## config.mk

```make
export PLATFORM = sky130hd
export DESIGN_NAME = dfp_arbiter_flat
export DESIGN_NICKNAME = d
export VERILOG_FILES = /design/src/rtl/dfp_arbiter_pkg.sv /design/src/rtl/dfp_arbiter_if.sv /design/src/rtl/dfp_arbiter_rr_grant2.sv /design/src/rtl/dfp_arbiter.sv /design/src/flat_wrapper.sv
export SDC_FILE = /design/constraint.sdc
export NUM_CORES = 1
export LEC_CHECK = 0
export ABC_CLOCK_PERIOD_IN_PS = 1600
export BUFFER_PORTS_ARGS = -buffer_cell sky130_fd_sc_hd__buf_4
export CORE_AREA = 2 2 553 555
export DETAILED_ROUTE_END_ITERATION = 10
export DIE_AREA = 0 0 555 557
export SLEW_MARGIN = 20
export SYNTH_ARGS = -nofsm -noshare
export SYNTH_HDL_FRONTEND = slang
export SYNTH_SLANG_ARGS = --single-unit
export TNS_END_PERCENT = 100
```

## constraint.sdc

```tcl
create_clock -name clk -period 1.6 [get_ports clk]
set_input_delay 0.16 -clock clk [delete_from_list [all_inputs] [get_ports clk]]
set_output_delay 0.16 -clock clk [all_outputs]
set_load 0.01 [all_outputs]
```

## src/rtl/dfp_arbiter_pkg.sv

```systemverilog
// Shared types and line geometry for the DFP arbiter, caches and burst adapter.
package dfp_arbiter_pkg;

    localparam int DFP_ADDR_W   = 32;
    localparam int DFP_LINE_W   = 256;
    localparam int DFP_OFFSET_W = 5;

    typedef enum logic [1:0] {
        IDLE     = 2'd0,
        RD_ISSUE = 2'd1,
        RD_WAIT  = 2'd2,
        WR_BURST = 2'd3
    } state_t;

    typedef enum logic {
        OWN_I = 1'b0,
        OWN_D = 1'b1
    } owner_t;

endpackage

```

## src/rtl/dfp_arbiter_if.sv

```systemverilog
// Bundle of the I-cache, D-cache and adapter-side DFP signals.
// slave: arbiter view; master: the surrounding caches/adapter view.
interface dfp_arbiter_if #(
    parameter int ADDR_W = dfp_arbiter_pkg::DFP_ADDR_W,
    parameter int LINE_W = dfp_arbiter_pkg::DFP_LINE_W
);
    logic [ADDR_W-1:0] i_dfp_addr;
    logic              i_dfp_read;
    logic [LINE_W-1:0] i_dfp_rdata;
    logic              i_dfp_resp;

    logic [ADDR_W-1:0] d_dfp_addr;
    logic              d_dfp_read;
    logic              d_dfp_write;
    logic [LINE_W-1:0] d_dfp_wdata;
    logic [LINE_W-1:0] d_dfp_rdata;
    logic              d_dfp_resp;

    logic [ADDR_W-1:0] dfp_addr;
    logic              dfp_read;
    logic              dfp_write;
    logic [LINE_W-1:0] dfp_wdata;
    logic [LINE_W-1:0] dfp_rdata;
    logic [ADDR_W-1:0] dfp_raddr;
    logic              dfp_r_resp;
    logic              dfp_w_resp;

    modport slave (
        input  i_dfp_addr, i_dfp_read,
        output i_dfp_rdata, i_dfp_resp,
        input  d_dfp_addr, d_dfp_read, d_dfp_write, d_dfp_wdata,
        output d_dfp_rdata, d_dfp_resp,
        output dfp_addr, dfp_read, dfp_write, dfp_wdata,
        input  dfp_rdata, dfp_raddr, dfp_r_resp, dfp_w_resp
    );

    modport master (
        output i_dfp_addr, i_dfp_read,
        input  i_dfp_rdata, i_dfp_resp,
        output d_dfp_addr, d_dfp_read, d_dfp_write, d_dfp_wdata,
        input  d_dfp_rdata, d_dfp_resp,
        input  dfp_addr, dfp_read, dfp_write, dfp_wdata,
        output dfp_rdata, dfp_raddr, dfp_r_resp, dfp_w_resp
    );

endinterface

```

## src/rtl/dfp_arbiter_rr_grant2.sv

```systemverilog
// Two-requester round-robin picker; the last-grant pointer moves only when a grant is taken.
module rr_grant2
    import dfp_arbiter_pkg::*;
(
    input  logic   clk,
    input  logic   rst,
    input  logic   req_icache,
    input  logic   req_dcache,
    input  logic   advance,
    output logic   gnt_valid,
    output owner_t gnt_owner
);

    owner_t last_q;

    // Pointer resets to I so the first tie goes to D.
    always_comb begin
        gnt_valid = req_icache | req_dcache;
        gnt_owner = OWN_I;
        if (req_icache && req_dcache) begin
            gnt_owner = (last_q == OWN_I) ? OWN_D : OWN_I;
        end else if (req_dcache) begin
            gnt_owner = OWN_D;
        end
    end

    always_ff @(posedge clk or negedge rst) begin
        if (!rst) begin
            last_q <= OWN_I;
        end else if (advance && gnt_valid) begin
            last_q <= gnt_owner;
        end
    end

endmodule

```

## src/rtl/dfp_arbiter.sv

```systemverilog
// Merges I-cache and D-cache line transfers onto one DFP port, one transaction at a time.
// Optional DFP_ARB_ADDR_CHECK_EN: accept read responses only when dfp_raddr matches the request.
module dfp_arbiter
    import dfp_arbiter_pkg::*;
#(
    parameter int ADDR_W   = DFP_ADDR_W,
    parameter int LINE_W   = DFP_LINE_W,
    parameter int OFFSET_W = DFP_OFFSET_W
) (
    input  logic          clk,
    input  logic          rst,
    dfp_arbiter_if.slave  bus
);

    state_t            state_q, state_d;
    owner_t            owner_q;
    logic [ADDR_W-1:0] addr_q;
    logic [LINE_W-1:0] wdata_q;

    logic              gnt_valid;
    owner_t            gnt_owner;
    logic              req_dcache;
    logic              grant;
    logic              r_accept;
    logic [ADDR_W-1:0] sel_addr;

    assign req_dcache = bus.d_dfp_write | bus.d_dfp_read;
    assign grant      = (state_q == IDLE) && gnt_valid;
    assign sel_addr   = (gnt_owner == OWN_D) ? bus.d_dfp_addr : bus.i_dfp_addr;

    rr_grant2 u_rr_grant2 (
        .clk        (clk),
        .rst        (rst),
        .req_icache (bus.i_dfp_read),
        .req_dcache (req_dcache),
        .advance    (state_q == IDLE),
        .gnt_valid  (gnt_valid),
        .gnt_owner  (gnt_owner)
    );

`ifdef DFP_ARB_ADDR_CHECK_EN
    assign r_accept = bus.dfp_r_resp && (bus.dfp_raddr == addr_q);
    logic unused_bits;
    assign unused_bits = ^{bus.i_dfp_addr[OFFSET_W-1:0], bus.d_dfp_addr[OFFSET_W-1:0]};
`else
    assign r_accept = bus.dfp_r_resp;
    logic unused_bits;
    assign unused_bits = ^{bus.i_dfp_addr[OFFSET_W-1:0], bus.d_dfp_addr[OFFSET_W-1:0],
                           bus.dfp_raddr};
`endif

    always_ff @(posedge clk or negedge rst) begin
        if (!rst) begin
            state_q <= IDLE;
            owner_q <= OWN_I;
            addr_q  <= '0;
            wdata_q <= '0;
        end else begin
            state_q <= state_d;
            if (grant) begin
                owner_q <= gnt_owner;
                addr_q  <= {sel_addr[ADDR_W-1:OFFSET_W], {OFFSET_W{1'b0}}};
                wdata_q <= bus.d_dfp_wdata;
            end
        end
    end

    // A D-port request with both read and write high is treated as a write.
    always_comb begin
        state_d = state_q;
        unique case (state_q)
            IDLE: begin
                if (gnt_valid) begin
                    state_d = (gnt_owner == OWN_D && bus.d_dfp_write) ? WR_BURST : RD_ISSUE;
                end
            end
            RD_ISSUE: state_d = RD_WAIT;
            RD_WAIT: begin
                if (r_accept) state_d = IDLE;
            end
            WR_BURST: begin
                if (bus.dfp_w_resp) state_d = IDLE;
            end
            default: state_d = IDLE;
        endcase
    end

    always_comb begin
        bus.dfp_read    = (state_q == RD_ISSUE);
        bus.dfp_write   = (state_q == WR_BURST);
        bus.dfp_addr    = addr_q;
        bus.dfp_wdata   = wdata_q;
        bus.i_dfp_rdata = bus.dfp_rdata;
        bus.d_dfp_rdata = bus.dfp_rdata;
        bus.i_dfp_resp  = (state_q == RD_WAIT) && r_accept && (owner_q == OWN_I);
        bus.d_dfp_resp  = ((state_q == RD_WAIT) && r_accept && (owner_q == OWN_D))
                        || ((state_q == WR_BURST) && bus.dfp_w_resp);
    end

endmodule

```

## src/flat_wrapper.sv

```systemverilog
// flat-port wrapper written by rule: the top's interface ports become plain ports
module dfp_arbiter_flat import dfp_arbiter_pkg::*;
#(
    parameter int ADDR_W   = DFP_ADDR_W,
    parameter int LINE_W   = DFP_LINE_W,
    parameter int OFFSET_W = DFP_OFFSET_W
)
  (clk, rst, bus_i_dfp_addr, bus_i_dfp_read, bus_i_dfp_rdata, bus_i_dfp_resp, bus_d_dfp_addr, bus_d_dfp_read, bus_d_dfp_write, bus_d_dfp_wdata, bus_d_dfp_rdata, bus_d_dfp_resp, bus_dfp_addr, bus_dfp_read, bus_dfp_write, bus_dfp_wdata, bus_dfp_rdata, bus_dfp_raddr, bus_dfp_r_resp, bus_dfp_w_resp);
  dfp_arbiter_if #(.ADDR_W(ADDR_W), .LINE_W(LINE_W)) bus_i ();
  input  logic clk;
  input  logic rst;
  input wire logic [$bits(bus_i.i_dfp_addr)-1:0] bus_i_dfp_addr;
  input wire logic [$bits(bus_i.i_dfp_read)-1:0] bus_i_dfp_read;
  output wire logic [$bits(bus_i.i_dfp_rdata)-1:0] bus_i_dfp_rdata;
  output wire logic [$bits(bus_i.i_dfp_resp)-1:0] bus_i_dfp_resp;
  input wire logic [$bits(bus_i.d_dfp_addr)-1:0] bus_d_dfp_addr;
  input wire logic [$bits(bus_i.d_dfp_read)-1:0] bus_d_dfp_read;
  input wire logic [$bits(bus_i.d_dfp_write)-1:0] bus_d_dfp_write;
  input wire logic [$bits(bus_i.d_dfp_wdata)-1:0] bus_d_dfp_wdata;
  output wire logic [$bits(bus_i.d_dfp_rdata)-1:0] bus_d_dfp_rdata;
  output wire logic [$bits(bus_i.d_dfp_resp)-1:0] bus_d_dfp_resp;
  output wire logic [$bits(bus_i.dfp_addr)-1:0] bus_dfp_addr;
  output wire logic [$bits(bus_i.dfp_read)-1:0] bus_dfp_read;
  output wire logic [$bits(bus_i.dfp_write)-1:0] bus_dfp_write;
  output wire logic [$bits(bus_i.dfp_wdata)-1:0] bus_dfp_wdata;
  input wire logic [$bits(bus_i.dfp_rdata)-1:0] bus_dfp_rdata;
  input wire logic [$bits(bus_i.dfp_raddr)-1:0] bus_dfp_raddr;
  input wire logic [$bits(bus_i.dfp_r_resp)-1:0] bus_dfp_r_resp;
  input wire logic [$bits(bus_i.dfp_w_resp)-1:0] bus_dfp_w_resp;
  assign bus_i.i_dfp_addr = bus_i_dfp_addr;
  assign bus_i.i_dfp_read = bus_i_dfp_read;
  assign bus_i_dfp_rdata = bus_i.i_dfp_rdata;
  assign bus_i_dfp_resp = bus_i.i_dfp_resp;
  assign bus_i.d_dfp_addr = bus_d_dfp_addr;
  assign bus_i.d_dfp_read = bus_d_dfp_read;
  assign bus_i.d_dfp_write = bus_d_dfp_write;
  assign bus_i.d_dfp_wdata = bus_d_dfp_wdata;
  assign bus_d_dfp_rdata = bus_i.d_dfp_rdata;
  assign bus_d_dfp_resp = bus_i.d_dfp_resp;
  assign bus_dfp_addr = bus_i.dfp_addr;
  assign bus_dfp_read = bus_i.dfp_read;
  assign bus_dfp_write = bus_i.dfp_write;
  assign bus_dfp_wdata = bus_i.dfp_wdata;
  assign bus_i.dfp_rdata = bus_dfp_rdata;
  assign bus_i.dfp_raddr = bus_dfp_raddr;
  assign bus_i.dfp_r_resp = bus_dfp_r_resp;
  assign bus_i.dfp_w_resp = bus_dfp_w_resp;
  dfp_arbiter #(.ADDR_W(ADDR_W), .LINE_W(LINE_W), .OFFSET_W(OFFSET_W)) u_core (.clk(clk), .rst(rst), .bus(bus_i));
endmodule
```

==> impl_metrics.py <==
metrics = {
    "die": {
        "placementRows": 203,
        "io_pins": 1419,
        "die_h_um": 557,
        "die_area_mm2": 0.309,
        "die_x_um": 555,
        "core-area_mm2": 0.304,
        "initial_core_util_pct": 5.24,
    },
    "synth": {
        "syn_area_mm2": 0.0159,
        "ys_top_cells_by_count": "buf_4 (517), dfrtp_1 (286), mux2_4 (248)",
        "yosys.area.top_type": "dfrtp_1",
        "yosysMostFrequentCell": "buf_4",
        "ys_seq_area_share_pct": 45.0,
        "synth_cell_types": 20,
        "ys_top_cells_by_area": "dfrtp_1 (45%), buf_4 (24%), mux2_4 (23%)",
        "syn_area_per_cell_um2": 13.7,
        "synth_top_area_share_pct": 45.0,
        "ys_warn_count": 0,
        "async_flop_share_pct": 100,
        "syn_inst": 1166,
        "ys_ff_latch": 286,
        "synth_edf_count": 0,
        "synthFlopType": "dfrtp_1",
    },
    "sta": {
        "skew_ns": 0.0405,
        "tightest_slew_ns": 0.759,
        "finalMaxSlewViolations": 0,
        "timing.final.ws_setup_ns": -0.384,
        "relSlewSlack_pct": 49.2,
        "finalCriticalPeriod_ns": 1.98,
        "fin_crit_sh_pct": 124,
        "rsz0062_at_grt": "yes",
        "final-setup-viol-count": 289,
        "fmaxAchievable_mhz": 504,
        "hold_viol": 0,
    },
    "grt": {
        "antenna_found_initial": 168,
        "grt_usage_pct": 12.1,
        "grt_max_degree": 59,
        "grt.overflow.total": 0,
        "grt_pass1_wl_um": 223000,
        "grt_pass1_vias": 12400,
    },
    "power_and_ir_drop": {
        "ir_drop_v": 0.000916,
        "seqPwrFrac_pct": 23.7,
        "power_density_mw_per_mm2": 2030,
        "internal-power_w": 0.0331,
        "switching_power_w": 0.0235,
        "p_leak_nw": 11.8,
        "switching_share_pct": 41.6,
        "combPwrFrac_pct": 58.2,
        "pwr-share-clk_pct": 18.1,
    },
    "worst_setup_path": {
        "arrival_ns": 1.82,
        "end_kind": "output pin",
        "critPathLaunchType": "flop",
        "r2r-start": "u_core.state_q[0]",
        "cp_data_required_time_ns": 1.44,
        "critical_path.max_fanout": 3,
        "reg2reg_to": "u_core.bus.dfp_wdata[96]",
        "worstRegToRegCells": 6,
        "r2r_slack_ns": -0.30,
        "path_class": "flop to output pin",
        "timing.critical_path.to": "bus_d_dfp_resp",
        "startpoint": "u_core.u_rr_grant2.last_q",
    },
    "clocking": {
        "htreeDepth": 2,
        "worstSkewPairLatency_ns": 0.67,
        "cts_tree": "yes",
        "cts_buffer_depth": 3,
        "clkTransAtPathRegs_ns": 0.06,
        "cts-root-buf": "clkbuf_16",
        "cts.sinks": 286,
        "cts_buffers": 44,
    },
    "route": {
        "ant_nets": 0,
        "drc": 0,
        "vias": 11700,
        "wl_um": 192000,
        "firstDrtPassIters": 4,
        "drt_iter0_drc": 465,
        "viasPerCell": 2.03,
        "wl_per_cell_um": 33.4,
    },
    "placement": {
        "hpwl_um": 171000,
        "dp_cells": 5259,
        "gp_congestion": 0.726,
        "port_buffers": 603,
    },
    "final_layout": {
        "drive_gt1_share_pct": 63.6,
        "areaGrowthSynthToFinish_pct": 75.3,
        "instances_no_fill": 5750,
        "num-nets-final": 2300,
        "finish.utilization_pct": 9.18,
    },
    "run_status": {
        "status": "finished with violations",
        "violations": "negative setup slack",
    },
    "worst_hold_path": {
        "hold_path_class": "input port to async pin",
    },
    "run": {
        "cap_violations": 0,
    },
}
stage by stage:
stage	total power, W	setup slack (ns)	TNS, ns	area (um^2)	hold slack, ns
after floorplan	0.0264	-0.00655	-1.43	16000	-0.136
final	0.0566	-0.384	-46.55	27900	0.0700
after detailed placement	0.0425	-0.174	-25.78	21800	0.0121
after global placement	0.0421	-0.115	-15.22	21800	0.0103
after CTS	0.0597	-0.504	-72.61	28100	0.00313
after global routing	0.0609	-0.487	-54.22	27800	0.0492
layer usage:
metal | share of wire [%] | vias to the layer above | global-route usage, % | wire length (um)
li1 | - | 4452 | - | -
met1 | 28 | 5248 | 9.55 | 53000
met2 | 43 | 1440 | 18.4 | 82000
met3 | 26 | 486 | 14.4 | 49600
met4 | 3.5 | 54 | 3.22 | 6810
met5 | 0.49 | - | 2.01 | 951
layout make-up:
type | count | area [um^2]
tap | 3997 | 5000
multi-input combinational | 331 | 4620
timing repair buffer | 1019 | 9570
antenna | 33 | 82.6
clock inverter | 23 | 241
inverter | 3 | 16.3
fill | 34900 | 276000
clock buffer | 58 | 1200
sequential | 286 | 7160
flip-flops by register name (all words and copies together), names as in the netlist:
register / count
u_core.state_q: 2
u_core.bus.dfp_wdata: 256
u_core.bus.dfp_addr: 27
u_core.u_rr_grant2.last_q: 1
critical path, stage by stage, from the launching register on:
cell	delay [ns]
dfrtp_1	0.38
buf_6	0.14
inv_4	0.04
o31ai_4	0.24
and2_4	0.21
buf_12	0.13
kinds of logic after synthesis:
group	synth area share, %
AO/OA/AOI/OAI	0.259
flip-flops	45.0
multiplexers	27.8
AND/OR/NAND/NOR	0.314
other	0.0236
buffers and inverters	26.6
cells in the final DEF (no fill, tap or decap), types with 4 or more instances in the layout:
cell type      count
buf_6             10
dfrtp_1          284
clkbuf_1           9
diode_2           33
dlygate4sd3_1    320
clkbuf_8           5
buf_4            610
clkinvlp_4         4
buf_16            21
mux2_4           249
clkinv_2          11
buf_12            42
buf_8             14
clkbuf_16         46
conb_1             5
mux2_2            61
power groups by stage:
stage	combinational, W	sequential (W)	clock (W)
after floorplan	0.0116	0.0148	0
after global placement	0.0289	0.0132	0
after detailed placement	0.0289	0.0135	0
after CTS	0.0354	0.0135	0.0108
after global routing	0.0359	0.0139	0.0110
final	0.0330	0.0134	0.0102
worst min path at each step:
stage	depth (start not counted)	to	startpoint	slack, ns
2_1_floorplan	0	u_core.bus.dfp_addr[10]	rst	-0.14
3_3_place_gp	1	u_core.bus.dfp_wdata[104]	rst	0.01
3_5_place_dp	1	u_core.bus.dfp_wdata[104]	rst	0.01
4_1_cts	3	u_core.bus.dfp_wdata[153]	rst	0.003
5_1_grt	3	u_core.bus.dfp_wdata[153]	rst	0.05
6_report	3	u_core.bus.dfp_wdata[216]	rst	0.07
timing repair:
item                                    in CTS  in global routing
cloned                                      32                  2
setup buffers                               34                 12
resized for setup                          110                 31
endpoints found under the hold margin      572                  0
hold buffers                               320                  0
endpoints found under the setup margin     260                289
pin swaps                                    4                  5
(Power assumes the default switching activity.)
